<file path="config.mk">
export PLATFORM = sky130hd
export DESIGN_NAME = qq_cmd_frontend
export DESIGN_NICKNAME = d
export VERILOG_FILES = /design/src/rtl/qq_pkg.sv /design/src/rtl/qq_cmd_fifo.sv /design/src/rtl/qq_cmd_frontend.sv
export SDC_FILE = /design/constraint.sdc
export NUM_CORES = 1
export LEC_CHECK = 0
export BUFFER_PORTS_ARGS = -buffer_cell sky130_fd_sc_hd__buf_2
export CORE_UTILIZATION = 54
export DETAILED_ROUTE_END_ITERATION = 6
export GPL_TIMING_DRIVEN = 0
export PLACE_DENSITY = 0.77
export SETUP_SLACK_MARGIN = 0.5
export SYNTH_ARGS = -nofsm -noshare
export SYNTH_HDL_FRONTEND = slang
export SYNTH_SLANG_ARGS = --single-unit
</file>
<file path="constraint.sdc">
create_clock -name clk -period 2.8 [get_ports clk]
set_input_delay 0.28 -clock clk [delete_from_list [all_inputs] [get_ports clk]]
set_output_delay 0.28 -clock clk [all_outputs]
set_load 0.005 [all_outputs]
</file>
<file path="src/rtl/qq_pkg.sv">
// ---------------------------------------------------------------------------
// qq_pkg
//   Types and constants shared by the QuickQ command front-end and the
//   control FSM it feeds.
//   - qq_op_t      : host command opcode (enqueue / dequeue)
//   - fe_state_t   : one-hot state encoding of the front-end FSM
//   - QQ_EMPTY_KEY : all-ones key; the same value the control FSM uses to
//                    fill empty slots, reused here as the error response.
// ---------------------------------------------------------------------------
package qq_pkg;

   typedef enum logic {
      QQ_ENQ = 1'b0,
      QQ_DEQ = 1'b1
   } qq_op_t;

   typedef enum logic [3:0] {
      FE_IDLE  = 4'b0001,
      FE_ISSUE = 4'b0010,
      FE_WAIT  = 4'b0100,
      FE_RESP  = 4'b1000
   } fe_state_t;

   // Widest key supported; users slice the low DATA_W bits (DATA_W <= 64).
   localparam int unsigned QQ_MAX_KEY_W = 64;
   localparam logic [QQ_MAX_KEY_W-1:0] QQ_EMPTY_KEY = '1;

endpackage

</file>
<file path="src/rtl/qq_cmd_fifo.sv">
// ---------------------------------------------------------------------------
// qq_cmd_fifo
//   Synchronous show-ahead FIFO of host commands ({op, data}).
//   Full/empty are derived from an occupancy count. A push while full is
//   dropped even if a pop happens in the same cycle (no pass-through).
// Ports
//   clk, rst        : clock, synchronous active-high reset (empties FIFO)
//   push, push_op,
//   push_data       : write request and command payload
//   pop             : consume the head entry (ignored when empty)
//   head_op,
//   head_data       : current head entry, valid while !empty
//   full, empty     : occupancy flags
// ---------------------------------------------------------------------------
module qq_cmd_fifo
   import qq_pkg::*;
#(
   parameter int DATA_W = 32,
   parameter int DEPTH  = 4
) (
   input  logic              clk,
   input  logic              rst,
   input  logic              push,
   input  qq_op_t            push_op,
   input  logic [DATA_W-1:0] push_data,
   input  logic              pop,
   output qq_op_t            head_op,
   output logic [DATA_W-1:0] head_data,
   output logic              full,
   output logic              empty
);

   localparam int PW = $clog2(DEPTH);
   localparam logic [PW:0] DEPTH_C = (PW+1)'(DEPTH);

   logic [DATA_W:0]   mem_q [DEPTH];
   logic [PW-1:0]     wr_ptr_q, wr_ptr_d;
   logic [PW-1:0]     rd_ptr_q, rd_ptr_d;
   logic [PW:0]       count_q, count_d;
   logic              do_push, do_pop;

   assign full      = (count_q == DEPTH_C);
   assign empty     = (count_q == '0);
   assign do_push   = push && !full;
   assign do_pop    = pop && !empty;
   assign head_op   = qq_op_t'(mem_q[rd_ptr_q][DATA_W]);
   assign head_data = mem_q[rd_ptr_q][DATA_W-1:0];

   always_comb begin
      wr_ptr_d = wr_ptr_q;
      rd_ptr_d = rd_ptr_q;
      count_d  = count_q;
      // Pointers are log2(DEPTH) bits and wrap on their own.
      if (do_push) wr_ptr_d = wr_ptr_q + PW'(1);
      if (do_pop)  rd_ptr_d = rd_ptr_q + PW'(1);
      case ({do_push, do_pop})
         2'b10:   count_d = count_q + (PW+1)'(1);
         2'b01:   count_d = count_q - (PW+1)'(1);
         default: count_d = count_q;
      endcase
   end

   always_ff @(posedge clk) begin
      if (rst) begin
         wr_ptr_q <= '0;
         rd_ptr_q <= '0;
         count_q  <= '0;
      end else begin
         wr_ptr_q <= wr_ptr_d;
         rd_ptr_q <= rd_ptr_d;
         count_q  <= count_d;
      end
   end

   // Storage needs no reset: entries are only read while count_q says valid.
   always_ff @(posedge clk) begin
      if (do_push) mem_q[wr_ptr_q] <= {push_op, push_data};
   end

endmodule

</file>
<file path="src/rtl/qq_cmd_frontend.sv">
// ---------------------------------------------------------------------------
// qq_cmd_frontend
//   Serialising command front-end for the QuickQ priority queue. Host
//   commands are buffered in qq_cmd_fifo, then issued one at a time to the
//   control FSM as single-cycle enq/deq strobes. Each command produces
//   exactly one response, in command order.
//
// Handshakes (both sides): a transfer happens on a rising clk edge where
//   valid && ready. The source holds valid and its payload stable until the
//   transfer; ready may be any value and does not depend on valid.
//   req_*  : host -> front-end (req_ready = FIFO not full)
//   rsp_*  : front-end -> host (rsp_valid held with stable data/err)
//
// Ports
//   clk, rst                        : clock, synchronous active-high reset
//   req_valid/req_ready/req_op/
//   req_data                        : host command (op 0 = enq, 1 = deq)
//   enq, deq, enq_data              : strobes and key to the control FSM
//   q_done, q_full, q_empty,
//   q_deq_data                      : status from the control FSM
//   rsp_valid/rsp_ready/rsp_data/
//   rsp_err                         : response to the host
// ---------------------------------------------------------------------------
module qq_cmd_frontend
   import qq_pkg::*;
#(
   parameter int DATA_W  = 32,
   parameter int DEPTH   = 4,
   parameter int TIMEOUT = 255
) (
   input  logic              clk,
   input  logic              rst,
   input  logic              req_valid,
   output logic              req_ready,
   input  logic              req_op,
   input  logic [DATA_W-1:0] req_data,
   output logic              enq,
   output logic              deq,
   output logic [DATA_W-1:0] enq_data,
   input  logic              q_done,
   input  logic              q_full,
   input  logic              q_empty,
   input  logic [DATA_W-1:0] q_deq_data,
   output logic              rsp_valid,
   input  logic              rsp_ready,
   output logic [DATA_W-1:0] rsp_data,
   output logic              rsp_err
);

   localparam int CW = $clog2(TIMEOUT + 1);
   localparam logic [CW-1:0]     TIMEOUT_C = CW'(TIMEOUT);
   localparam logic [DATA_W-1:0] ERR_KEY   = QQ_EMPTY_KEY[DATA_W-1:0];

   fe_state_t         state_q, state_d;
   qq_op_t            cmd_op_q, cmd_op_d;
   logic [DATA_W-1:0] cmd_data_q, cmd_data_d;
   logic [CW-1:0]     cnt_q, cnt_d;
   logic [DATA_W-1:0] rsp_data_q, rsp_data_d;
   logic              rsp_err_q, rsp_err_d;

   qq_op_t            fifo_op;
   logic [DATA_W-1:0] fifo_data;
   logic              fifo_full, fifo_empty, fifo_pop;

   qq_cmd_fifo #(
      .DATA_W (DATA_W),
      .DEPTH  (DEPTH)
   ) u_fifo (
      .clk       (clk),
      .rst       (rst),
      .push      (req_valid),
      .push_op   (qq_op_t'(req_op)),
      .push_data (req_data),
      .pop       (fifo_pop),
      .head_op   (fifo_op),
      .head_data (fifo_data),
      .full      (fifo_full),
      .empty     (fifo_empty)
   );

   // All host/FSM-facing outputs decode from registered state only.
   assign req_ready = !fifo_full;
   assign enq       = (state_q == FE_ISSUE) && (cmd_op_q == QQ_ENQ);
   assign deq       = (state_q == FE_ISSUE) && (cmd_op_q == QQ_DEQ);
   assign enq_data  = cmd_data_q;
   assign rsp_valid = (state_q == FE_RESP);
   assign rsp_data  = rsp_data_q;
   assign rsp_err   = rsp_err_q;

   always_comb begin
      state_d    = state_q;
      cmd_op_d   = cmd_op_q;
      cmd_data_d = cmd_data_q;
      cnt_d      = cnt_q;
      rsp_data_d = rsp_data_q;
      rsp_err_d  = rsp_err_q;
      fifo_pop   = 1'b0;

      case (state_q)
         FE_IDLE: begin
            if (!fifo_empty) begin
               fifo_pop   = 1'b1;
               cmd_op_d   = fifo_op;
               cmd_data_d = fifo_data;
               // Commands the queue cannot honour right now are rejected
               // without ever strobing the control FSM.
               if ((fifo_op == QQ_ENQ && q_full) ||
                   (fifo_op == QQ_DEQ && q_empty)) begin
                  rsp_err_d  = 1'b1;
                  rsp_data_d = ERR_KEY;
                  state_d    = FE_RESP;
               end else begin
                  state_d = FE_ISSUE;
               end
            end
         end

         FE_ISSUE: begin
            cnt_d   = '0;
            state_d = FE_WAIT;
         end

         FE_WAIT: begin
            if (cnt_q != TIMEOUT_C) cnt_d = cnt_q + CW'(1);
            // A completion in the last allowed WAIT cycle still wins over
            // the timeout.
            if (q_done) begin
               rsp_data_d = (cmd_op_q == QQ_DEQ) ? q_deq_data : '0;
               rsp_err_d  = 1'b0;
               state_d    = FE_RESP;
            end else if (cnt_d == TIMEOUT_C) begin
               rsp_data_d = ERR_KEY;
               rsp_err_d  = 1'b1;
               state_d    = FE_RESP;
            end
         end

         FE_RESP: begin
            if (rsp_ready) state_d = FE_IDLE;
         end

         default: state_d = FE_IDLE;
      endcase
   end

   always_ff @(posedge clk) begin
      if (rst) begin
         state_q    <= FE_IDLE;
         cmd_op_q   <= QQ_ENQ;
         cmd_data_q <= '0;
         cnt_q      <= '0;
         rsp_data_q <= '0;
         rsp_err_q  <= 1'b0;
      end else begin
         state_q    <= state_d;
         cmd_op_q   <= cmd_op_d;
         cmd_data_q <= cmd_data_d;
         cnt_q      <= cnt_d;
         rsp_data_q <= rsp_data_d;
         rsp_err_q  <= rsp_err_d;
      end
   end

endmodule

</file>
==> summary.md <==
| Metric | Value |
|---|---|
| Clk slew on worst S/H paths | ~60 ps |
| Fillers | 1,006 |
| Vias per cell | 5.53 |
| Routed Antenna Nets | 0 |
| Top post-synthesis cells by area | edfxtp_1 (47%), dfxtp_1 (21%), mux4_2 (8.9%) |
| Placed cell areas | 0.00935 sq mm |
| H-tree levels | 1 |
| Total Power | about 10,000 uW |
| Sequential element share of the synthesized area | 0.683 |
| Final setup violation count | 0 |
| Max cap viols | 0 |
| Die X | between 100 and 150 microns |
| Top cells by count, synth | edfxtp_1 (132), nand2_1 (106), dfxtp_1 (87), a21oi_1 (74) |
| Nets@finish | 879 |
| DRC Markers | 0 |
| CTS sink count | 219 |
| Vias in the first global route | roughly 5,700 |
| Crit-path max FO | 9 |
| Crit-path cells | nor4b_4, nand2b_1, buf_6, clkinv_8, buf_8, ha_4, inv_1, fa_2, xor2_1, or3_1, a21oi_1 |
| Yosys cell types | between 40 and 50 |
| FF-to-FF path depth | 11 |
| Power per cell area | 998 mW/mm^2 |
| Pin count of the biggest net entering global routing | 34 |
| CP required | 3220 ps |
| Static Leak | about 0.0039 uW |
| Root buf cell | clkbuf_16 |
| Area fraction in compound gates after synthesis | 0.0902 |
| Setup_tns | 0 ps |
| Worst Path Arrival | 2700 ps |
| First-pass GRT wire length | 28,800 microns |
| Combinational family with the most area after synthesis | simple AND/OR/NAND/NOR gates |
| Final hold violations | 0 |
| Die Area | 0.0160 sq mm |
| CP Buf/Inv Count | 4 |
| Largest area contributor in the netlist | edfxtp_1 |
| Iteration-0 DRC Markers | 241 |
| Min Tclk post-route | 2290 ps |
| Hold path cells | 1 |
| FF/Latch Area | approximately 0.0057 sq mm |
| Row cnt | 45 |
| Crit. End Element | flip-flop |
| CTS Buffer Depth | 3 |
| Synthesized Nets | ~690 |
| Post-synthesis xor/xnor area fraction | 0.00629 |
| RSZ-0062 raised after global routing | yes |
| Post-Synth Simple-Gate Area | 0.0923 |
| Initial antenna violation count | 0 |
| Slew @ Worst Pin | roughly 920 ps |
| Count of state elements after synthesis | 219 |
| Clock Latency Late Sink | about 500 ps |
| Layout cells sized above 1 | 0.304 |
| # IOs | 141 |
| Mapped cell area | ~0.0084 sq mm |
| Area growth from synthesis to layout | 24.8% |
| Hold Slack | approximately 9.7 ps |
| GPL Wtd Cong | approximately 0.85 |
| Max frequency | 438 MHz |
| Dominant synthesized flop cell | edfxtp_1 |
| Peak supply drop | 0.774 mV |
| YS warnings | 0 |
| Status | finished clean |
| Design area | 0.0104 sq mm |
| EDFF count, synth | 132 |
| Top cell type's share of synthesized area | 0.474 |
| Critical Path Max Stage Delay | 350 ps |
| All-Layer GR Usage | 0.231 |
| Final period utilization | 0.816 |
| Headroom to the max-slew limit | 0.385 |
| TritonCTS clock tree | done |
| Routed len/inst | 17.9 microns |
| Top delay family on crit path | simple AND/OR/NAND/NOR gates |
| Multi-input combinational cell area | 0.00246 sq mm |
| Post-Syn Instances | between 600 and 700 |
| Share of synthesized registers carrying an async set or reset | 0 |
| Post-synthesis mux area share | 0.0918 |
| Crit path depth | 11 |
| Slowest CP cell | dfxtp_4 |
| Post-Synth Adder-Cell Area | 0.0114 |
| Starting Density | 0.552 |
| Global route overflow | 0 |
| DRT Wirelength | around 18,000 microns |
| DR pass1 iterations | 4 |
| Chip Height | 126 microns |
| Port buffer count | 139 |
| Worst Hold Class | in2reg |
| Count leader, synth | edfxtp_1 |
| DPL Wire Length | between 10,000 and 15,000 microns |
| WS Path Type | reg2reg |
| Clock skew | 9.86 ps |
| Routed vias | 5,555 |
| Worst Setup Start Kind | flip-flop |
| Core Box Area | 0.0151 sq mm |
| Mean area per synthesized cell | roughly 14 sq um |
| Final Slew Violations | 0 |
| CTS buffer count | 23 |
[metal layers]
metal | vias up | global-route usage | share of wire | routed length [microns]
li1 | 2631 | - | - | -
met1 | 2703 | 0.270 | 0.39 | 7020
met2 | 190 | 0.433 | 0.52 | 9360
met3 | 31 | 0.0468 | 0.073 | 1300
met4 | 0 | 0.0617 | 0.016 | 288
met5 | - | 0 | 0 | 0
[cells in the final DEF, fill, tap and decap left out, drive strengths merged, types with 9 or more instances in the layout]
cell type / instances
mux4: 33
dfxtp: 87
clkbuf: 53
edfxtp: 132
nor2: 22
dlygate4sd3: 23
o21ai: 11
inv: 9
nand2: 106
a21oi: 75
buf: 160
o21a: 34
[worst paths after layout]
| path | start | to | slack, ps |
|---|---|---|---|
| worst max-delay path | state_q[1] | u_fifo.count_q[2] | 510 |
| worst min-delay path | req_data[27] | u_fifo.mem_q[3][27] | 10 |
| worst max register to register | state_q[1] | u_fifo.count_q[2] | 510 |
| worst min register to register | enq_data[27] | enq_data[27] | 450 |
[power by group]
group	leakage, uW	switching [uW]	internal (uW)	total [uW]
clock	0.000378	1190	1880	3070
combinational	0.00160	1570	1310	2870
sequential	0.00192	309	4150	4460
[what timing repair did]
item,in CTS,in global routing
endpoints found under the setup margin,2,1
endpoints found under the hold margin,81,6
pin swaps,1,2
buffers inserted,5,0
gates resized for setup,6,3
hold buffers,21,2
[area by class of cell]
| cell class | instances | area share |
|---|---|---|
| tap | 188 | 0.0226 |
| antenna | 1 | 0.000240 |
| multi-input combinational | 342 | 0.236 |
| clock inverter | 10 | 0.0127 |
| timing repair buffer | 169 | 0.0962 |
| inverter | 9 | 0.00444 |
| buffer | 36 | 0.0185 |
| sequential | 219 | 0.548 |
| clock buffer | 31 | 0.0614 |
[kinds of logic (layout without fill, tap and decap cells)]
kind of cell    count (synthesis)  count (layout)
simple gates                  168             168
mux                            35              35
fa+ha+maj                       7               7
xor+xnor                        6               6
compound gates                126             126
buf+inv                        45             255
flops                         219             219
other cells                     0               1
[per-stage QoR]
stage / instances / worst slack, ps / util
2_1_floorplan: 606 / 510 / -
3_3_place_gp: 933 / 318 / 0.615
3_5_place_dp: 935 / 287 / 0.618
4_1_cts: 1002 / 509 / 0.686
5_1_grt: 1004 / 376 / 0.688
6_report: 1005 / 514 / 0.689
[state kept, by name, indices dropped and copies added (netlist names), named ones only]
register	count
u_fifo.mem_q	132
enq_data	32
rsp_data	32
cnt_q	8
state_q	4
u_fifo.count_q	3
u_fifo.rd_ptr_q	2
u_fifo.wr_ptr_q	2
cmd_op_q	1
rsp_err	1
No activity file was read; power rests on OpenSTA's default activity.
